<file path="config.mk">
export PLATFORM = sky130hd
export DESIGN_NAME = alu_cmd_sequencer
export DESIGN_NICKNAME = d
export VERILOG_FILES = /design/src/rtl/tinyalu_pkg.sv /design/src/rtl/alu_cmd_fifo.sv /design/src/rtl/alu_cmd_sequencer.sv
export SDC_FILE = /design/constraint.sdc
export NUM_CORES = 1
export LEC_CHECK = 0
export CAP_MARGIN = 20
export CORE_UTILIZATION = 57
export DETAILED_ROUTE_END_ITERATION = 7
export GPL_TIMING_DRIVEN = 1
export PLACE_DENSITY = 0.85
export SYNTH_ARGS = -nofsm -noshare
export SYNTH_HDL_FRONTEND = slang
export SYNTH_SLANG_ARGS = --single-unit
</file>
<file path="constraint.sdc">
create_clock -name clk -period 4.6 [get_ports clk]
set_clock_uncertainty 0.2 [all_clocks]
set_input_delay 0.46 -clock clk [delete_from_list [all_inputs] [get_ports clk]]
set_output_delay 0.46 -clock clk [all_outputs]
set_load 0.01 [all_outputs]
</file>
<file path="src/rtl/tinyalu_pkg.sv">
// Shared types for the tinyalu issue path.
//   alu_op_e     : 3-bit ALU opcode (0 NOP, 1 ADD, 2 AND, 3 XOR, 4 MUL, 5-7 reserved)
//   alu_cmd_t    : one buffered command (op/A/B)
//   seq_state_e  : issue FSM states
//   is_nop_class : true for opcodes that pulse start but never produce a response
package tinyalu_pkg;

  typedef enum logic [2:0] {
    OpNop  = 3'd0,
    OpAdd  = 3'd1,
    OpAnd  = 3'd2,
    OpXor  = 3'd3,
    OpMul  = 3'd4,
    OpRsv5 = 3'd5,
    OpRsv6 = 3'd6,
    OpRsv7 = 3'd7
  } alu_op_e;

  localparam alu_op_e OP_NOP       = OpNop;
  localparam alu_op_e OP_RSV_FIRST = OpRsv5;

  typedef struct packed {
    alu_op_e    op;
    logic [7:0] a;
    logic [7:0] b;
  } alu_cmd_t;

  typedef enum logic [1:0] {
    StIdle,
    StRun,
    StNop
  } seq_state_e;

  // Reserved opcodes are treated like NOP: tinyalu never answers them.
  function automatic logic is_nop_class(alu_op_e op);
    return (op == OP_NOP) || (op >= OP_RSV_FIRST);
  endfunction

endpackage

</file>
<file path="src/rtl/alu_cmd_fifo.sv">
// Synchronous FIFO of alu_cmd_t with first-word fall-through read.
//   clk, reset_n : clock, asynchronous active-low reset
//   push, wdata  : write request/data (ignored when full)
//   pop, rdata   : read request (ignored when empty), head entry
//   empty        : no entries held
//   ready        : registered !full, low during and one edge after reset
module alu_cmd_fifo
  import tinyalu_pkg::*;
#(
  parameter int unsigned DEPTH = 4
) (
  input  logic     clk,
  input  logic     reset_n,
  input  logic     push,
  input  alu_cmd_t wdata,
  input  logic     pop,
  output alu_cmd_t rdata,
  output logic     empty,
  output logic     ready
);

  localparam int unsigned AW = $clog2(DEPTH);
  localparam int unsigned CW = $clog2(DEPTH + 1);

  alu_cmd_t          mem [DEPTH];
  logic [AW-1:0]     wr_ptr_q, rd_ptr_q;
  logic [CW-1:0]     count_q, count_d;
  logic              ready_q;
  logic              full, push_ok, pop_ok;

  assign full    = (count_q == CW'(DEPTH));
  assign empty   = (count_q == '0);
  assign push_ok = push && !full;
  assign pop_ok  = pop && !empty;
  assign rdata   = mem[rd_ptr_q];
  assign ready   = ready_q;

  always_comb begin
    count_d = count_q;
    if (push_ok && !pop_ok) begin
      count_d = count_q + CW'(1);
    end else if (!push_ok && pop_ok) begin
      count_d = count_q - CW'(1);
    end
  end

  // Pointers wrap naturally because DEPTH is a power of two.
  always_ff @(posedge clk or negedge reset_n) begin
    if (!reset_n) begin
      wr_ptr_q <= '0;
      rd_ptr_q <= '0;
      count_q  <= '0;
      ready_q  <= 1'b0;
    end else begin
      if (push_ok) wr_ptr_q <= wr_ptr_q + AW'(1);
      if (pop_ok)  rd_ptr_q <= rd_ptr_q + AW'(1);
      count_q <= count_d;
      ready_q <= (count_d != CW'(DEPTH));
    end
  end

  always_ff @(posedge clk) begin
    if (push_ok) mem[wr_ptr_q] <= wdata;
  end

endmodule

</file>
<file path="src/rtl/alu_cmd_sequencer.sv">
// Issue stage in front of tinyalu: buffers commands, drives start/op/A/B with one
// operation in flight, and holds each result on a valid/ready response port.
// Optional watchdog: define ALU_SEQ_WATCHDOG_EN to abort RUN after WD_LIMIT cycles.
//   clk, reset_n                         : clock, asynchronous active-low reset
//   cmd_valid/cmd_ready/cmd_op/a/b       : command input port
//   start/op/A/B, done/result            : tinyalu pin interface
//   rsp_valid/rsp_ready/rsp_result/rsp_op: response output port
//   busy                                 : FSM not idle or commands queued
//   timeout_err                          : sticky watchdog abort flag
module alu_cmd_sequencer
  import tinyalu_pkg::*;
#(
  parameter int unsigned FIFO_DEPTH = 4,
  parameter int unsigned WD_LIMIT   = 15
) (
  input  logic        clk,
  input  logic        reset_n,
  input  logic        cmd_valid,
  output logic        cmd_ready,
  input  logic [2:0]  cmd_op,
  input  logic [7:0]  cmd_a,
  input  logic [7:0]  cmd_b,
  output logic        start,
  output logic [2:0]  op,
  output logic [7:0]  A,
  output logic [7:0]  B,
  input  logic        done,
  input  logic [15:0] result,
  output logic        rsp_valid,
  input  logic        rsp_ready,
  output logic [15:0] rsp_result,
  output logic [2:0]  rsp_op,
  output logic        busy,
  output logic        timeout_err
);

  if (FIFO_DEPTH < 2 || (FIFO_DEPTH & (FIFO_DEPTH - 1)) != 0) begin : g_bad_depth
    $error("FIFO_DEPTH must be a power of two and at least 2");
  end
  if (WD_LIMIT < 1 || WD_LIMIT > 255) begin : g_bad_wd_limit
    $error("WD_LIMIT must fit the 8-bit watchdog counter");
  end

  seq_state_e  state_q, state_d;
  logic        start_q, start_d;
  alu_op_e     op_q;
  logic [7:0]  a_q, b_q;
  logic        rsp_valid_q;
  logic [15:0] rsp_result_q;
  alu_op_e     rsp_op_q;

  alu_cmd_t    fifo_wdata, fifo_rdata;
  logic        fifo_empty, fifo_ready, fifo_push, pop;
  logic        can_issue, done_take, rsp_set;

  assign fifo_wdata = '{op: alu_op_e'(cmd_op), a: cmd_a, b: cmd_b};
  assign fifo_push  = cmd_valid && fifo_ready;

  alu_cmd_fifo #(
    .DEPTH(FIFO_DEPTH)
  ) u_fifo (
    .clk    (clk),
    .reset_n(reset_n),
    .push   (fifo_push),
    .wdata  (fifo_wdata),
    .pop    (pop),
    .rdata  (fifo_rdata),
    .empty  (fifo_empty),
    .ready  (fifo_ready)
  );

  // Issue only once the response slot is free or being drained this edge, so a
  // held response is never overwritten.
  assign can_issue = !fifo_empty && (!rsp_valid_q || rsp_ready);
  // done only counts once start has actually been presented to the ALU.
  assign done_take = (state_q == StRun) && start_q && done;

  logic wd_hit;

`ifdef ALU_SEQ_WATCHDOG_EN
  localparam logic [7:0] WD_LAST = 8'(WD_LIMIT - 1);

  logic [7:0] wd_q;
  logic       timeout_q;

  assign wd_hit      = (state_q == StRun) && (wd_q == WD_LAST);
  assign timeout_err = timeout_q;

  // Zero outside RUN, so it starts from 0 on every entry.
  always_ff @(posedge clk or negedge reset_n) begin
    if (!reset_n) begin
      wd_q      <= '0;
      timeout_q <= 1'b0;
    end else begin
      wd_q <= (state_q == StRun) ? wd_q + 8'd1 : 8'd0;
      if (wd_hit && !done_take) timeout_q <= 1'b1;
    end
  end
`else
  assign wd_hit      = 1'b0;
  assign timeout_err = 1'b0;
`endif

  always_comb begin
    state_d = state_q;
    start_d = start_q;
    pop     = 1'b0;
    rsp_set = 1'b0;
    unique case (state_q)
      StIdle: begin
        start_d = 1'b0;
        if (can_issue) begin
          pop     = 1'b1;
          state_d = is_nop_class(fifo_rdata.op) ? StNop : StRun;
        end
      end
      StRun: begin
        start_d = 1'b1;
        if (done_take) begin
          start_d = 1'b0;
          rsp_set = 1'b1;
          state_d = StIdle;
        end else if (wd_hit) begin
          start_d = 1'b0;
          state_d = StIdle;
        end
      end
      StNop: begin
        // Single-cycle pulse: start rises on leaving NOP and falls in IDLE.
        start_d = 1'b1;
        state_d = StIdle;
      end
      default: begin
        start_d = 1'b0;
        state_d = StIdle;
      end
    endcase
  end

  always_ff @(posedge clk or negedge reset_n) begin
    if (!reset_n) begin
      state_q      <= StIdle;
      start_q      <= 1'b0;
      op_q         <= OpNop;
      a_q          <= '0;
      b_q          <= '0;
      rsp_valid_q  <= 1'b0;
      rsp_result_q <= '0;
      rsp_op_q     <= OpNop;
    end else begin
      state_q <= state_d;
      start_q <= start_d;
      if (pop) begin
        op_q <= fifo_rdata.op;
        a_q  <= fifo_rdata.a;
        b_q  <= fifo_rdata.b;
      end
      if (rsp_set) begin
        rsp_valid_q  <= 1'b1;
        rsp_result_q <= result;
        rsp_op_q     <= op_q;
      end else if (rsp_valid_q && rsp_ready) begin
        rsp_valid_q <= 1'b0;
      end
    end
  end

  assign cmd_ready  = fifo_ready;
  assign start      = start_q;
  assign op         = op_q;
  assign A          = a_q;
  assign B          = b_q;
  assign rsp_valid  = rsp_valid_q;
  assign rsp_result = rsp_result_q;
  assign rsp_op     = rsp_op_q;
  assign busy       = (state_q != StIdle) || !fifo_empty;

endmodule

</file>
==> results.toml <==
[critical_path]
required_ns = 4.79
startpoint = "u_fifo.count_q[0]$_DFF_PN0_"
timing.rr.start = "u_fifo.count_q[0]$_DFF_PN0_"
worstSetupPathType = "reg2reg"
start_kind = "register"
end_kind = "register"
path_max_fanout = 15
arrival_ns = 3.13

[routing]
dr.pass1.iters = 4
drt-total-wl_um = 9720
drt_drc_violations_left = 0
ant_nets = 0
drt_iter0_markers = 186
avgRoutedWirePerCell_um = 20.6
avgViaCountPerCell = 5.67
num_vias = 2674

[synth]
yosys.area.top_type = "edfxtp_1"
avgSynthCellArea_um2 = 18.9
synth_seq_cells = 126
syn_nets = 312
netlist.area_leader.share = 0.461
yosys_warnings = 0
synth_cell_types = 38
synthCells = 262
netlist_area_um2 = 4950
synthTopCellsByArea = "edfxtp_1 (46%), dfrtp_1 (25%), mux4_2 (8.6%)"
ys_seq_area_frac = 0.714

[power_and_ir_drop]
switchingPower_mw = 1.38
intPower_mw = 3.33
ir_drop_mv = 0.423
clock_power_share = 0.288
p_leak_nw = 2.46
combPwrFrac = 0.332
sw_frac_of_total = 0.293
power_density_nw_per_um2 = 731
seq_power_share = 0.380

[place]
placedCellCount = 439
dp_slack_ns = 1.48
dp_hpwl_um = 5840
io_buffer_count = 81
place_congestion = 0.697

[floorplan]
start_util = 0.597
dieHeight_um = 95.2
die_w_um = 95.2
core_um2 = 8300
dieArea_um2 = 9060
rows = 33
ios = 83

[run]
cap_violations = 0

[clock_tree]
numCtsBuffers = 17
postCtsSetupRepairBufs = 0
clock_latency_ns = 0.51
clkTransAtPathRegs_ns = 0.06
cts_tree = "done"
cts-root-buf = "clkbuf_8"
clock-sinks = 126
h-tree-depth = 4
clockBufferDepth = 2

[layout]
post-route-util = 0.776
fill_cells = 455
nets = 404
synthToLayoutAreaGrowth_pct = 30.1
multi_input_area_um2 = 1300
ff_latch_area_um2 = 3530
instances_no_fill = 472
antenna_cells = 0
drive_above_1_share = 0.232

[sta]
setup_tns_ns = 0
setup-violations-final = 0
grt_setup_unrepaired = "false"
hold_viol = 0
fmax_ghz = 0.340
slew_headroom = 0.303
min_period_ns = 2.94
final_max_slew_viol_count = 0
fin_crit_sh = 0.640
hold_slack_ns = 0.285
setup_ws_ns = 1.66
worst_pin_slew_ns = 1.04

[global_route]
grt_start_max_net_pins = 51
antenna_found_initial = 0
overflow = 0
grtUsageTotal = 0.240
grt_pass1_vias = 2956
grt_pass1_wl_um = 15100

[worst_hold_path]
min_from = "rsp_result[10]$_DFFE_PN0P_"
min_path_type = "reg2reg"

[status]
outcome = "finished, final reports clean"
registers in the layout (all words and copies together) (netlist names):
name and flops:
u_fifo.wr_ptr_q 2, u_fifo.count_q 3, A 8, state_q 2
rsp_valid 1, rsp_result 16, rsp_op 3, u_fifo.ready 1
u_fifo.rd_ptr_q 2, start 1, u_fifo.mem 76, B 8
op 3
power groups by stage:
stage / combinational, mW / sequential (mW) / clock (mW)
after CTS: 1.58 / 1.79 / 1.37
after detailed placement: 1.55 / 1.80 / 0
after floorplan: 0.937 / 1.80 / 0
after global routing: 1.69 / 1.83 / 1.42
final: 1.56 / 1.79 / 1.36
after global placement: 1.49 / 1.77 / 0
through the flow:
stage	cell area, µm²	power, mW
2_1_floorplan	4950	2.74
3_3_place_gp	5820	3.26
3_5_place_dp	5820	3.35
4_1_cts	6440	4.74
5_1_grt	6440	4.93
6_report	6440	4.71
cells in the final DEF, fill, tap and decap left out, types with 5 or more instances in the layout:
cell type        instances
nand2_1                  8
ha_1                    10
edfxtp_1                76
inv_1                    8
xnor2_1                  5
mux2_2                  26
dfrtp_1                 50
clkbuf_16               16
mux4_2                  19
clkinv_4                 5
clkdlybuf4s50_1         80
mux2_1                  12
cells by family (layout without fill, tap and decap cells):
kind of cell	Yosys count	after routing	synth area share
buffers and inverters	20	125	0.0243
adder cells (fa/ha/maj)	11	11	0.0275
flip-flops	126	126	0.714
multiplexers	57	57	0.173
other	1	1	0.000757
AO/OA/AOI/OAI	13	13	0.0207
AND/OR/NAND/NOR	28	28	0.0296
XOR/XNOR	6	6	0.0106
final cells by class:
| class | count | area share |
|---|---|---|
| Clock inverter | 13 | 0.0295 |
| Timing Repair Buffer | 85 | 0.130 |
| Multi-Input combinational cell | 116 | 0.201 |
| Inverter | 8 | 0.00466 |
| Sequential cell | 126 | 0.548 |
| Tap cell | 105 | 0.0204 |
| Clock buffer | 19 | 0.0654 |
routing by layer:
metal / GRT usage / wire [µm] / up-vias
met2: 0.432 / 5320 / 110
met5: 0 / 0 / -
met4: 0.110 / 223 / 0
met1: 0.262 / 3580 / 1357
li1: - / - / 1178
met3: 0.0678 / 590 / 29
final timing paths:
kind / end / slack, ns / cells after the start
setup / recovery: u_fifo.count_q[2]$_DFF_PN0_ / 1.66 / 8
min in group asynchronous: rsp_result[1]$_DFFE_PN0P_ / 0.40 / 3
max in group asynchronous: B[6]$_DFFE_PN0N_ / 3.36 / 3
setup reg to reg: u_fifo.count_q[2]$_DFF_PN0_ / 1.66 / 8
hold / removal: rsp_result[10]$_DFFE_PN0P_ / 0.29 / 1
hold reg to reg: rsp_result[10]$_DFFE_PN0P_ / 0.29 / 1
synth_stat cells, drive strengths merged:
cell and instances:
mux4 19, edfxtp 76, nand3b 1, nor3 1
xnor2 5, buf 9, a21boi 1, nand3 3
and2 4, a21oi 3, o22a 1, clkbuf 3
o21a 1, mux2 38, maj3 1, xor2 1
nand2b 2, conb 1, o22ai 1, o21ai 3
ha 10, dfrtp 50, o211ai 1, nand2 8
inv 8, nand4 2, o32ai 1, or2 1
nor2 4, a31o 1, nor4 2
timing repair:
action,in CTS,in global routing
gates resized for setup,0,0
endpoints found under the hold margin,50,0
hold buffers,1,0
setup endpoints to repair,0,0
critical path, stage by stage (launching register included):
cell and delay (ns):
dfrtp_1 0.40, inv_1 0.13, ha_1 0.28, nand2b_2 0.11, nand3_1 0.60, buf_4 0.47
or2_1 0.29, o22a_1 0.22, xnor2_1 0.12
Note: power is estimated with default switching activity, not from simulation.
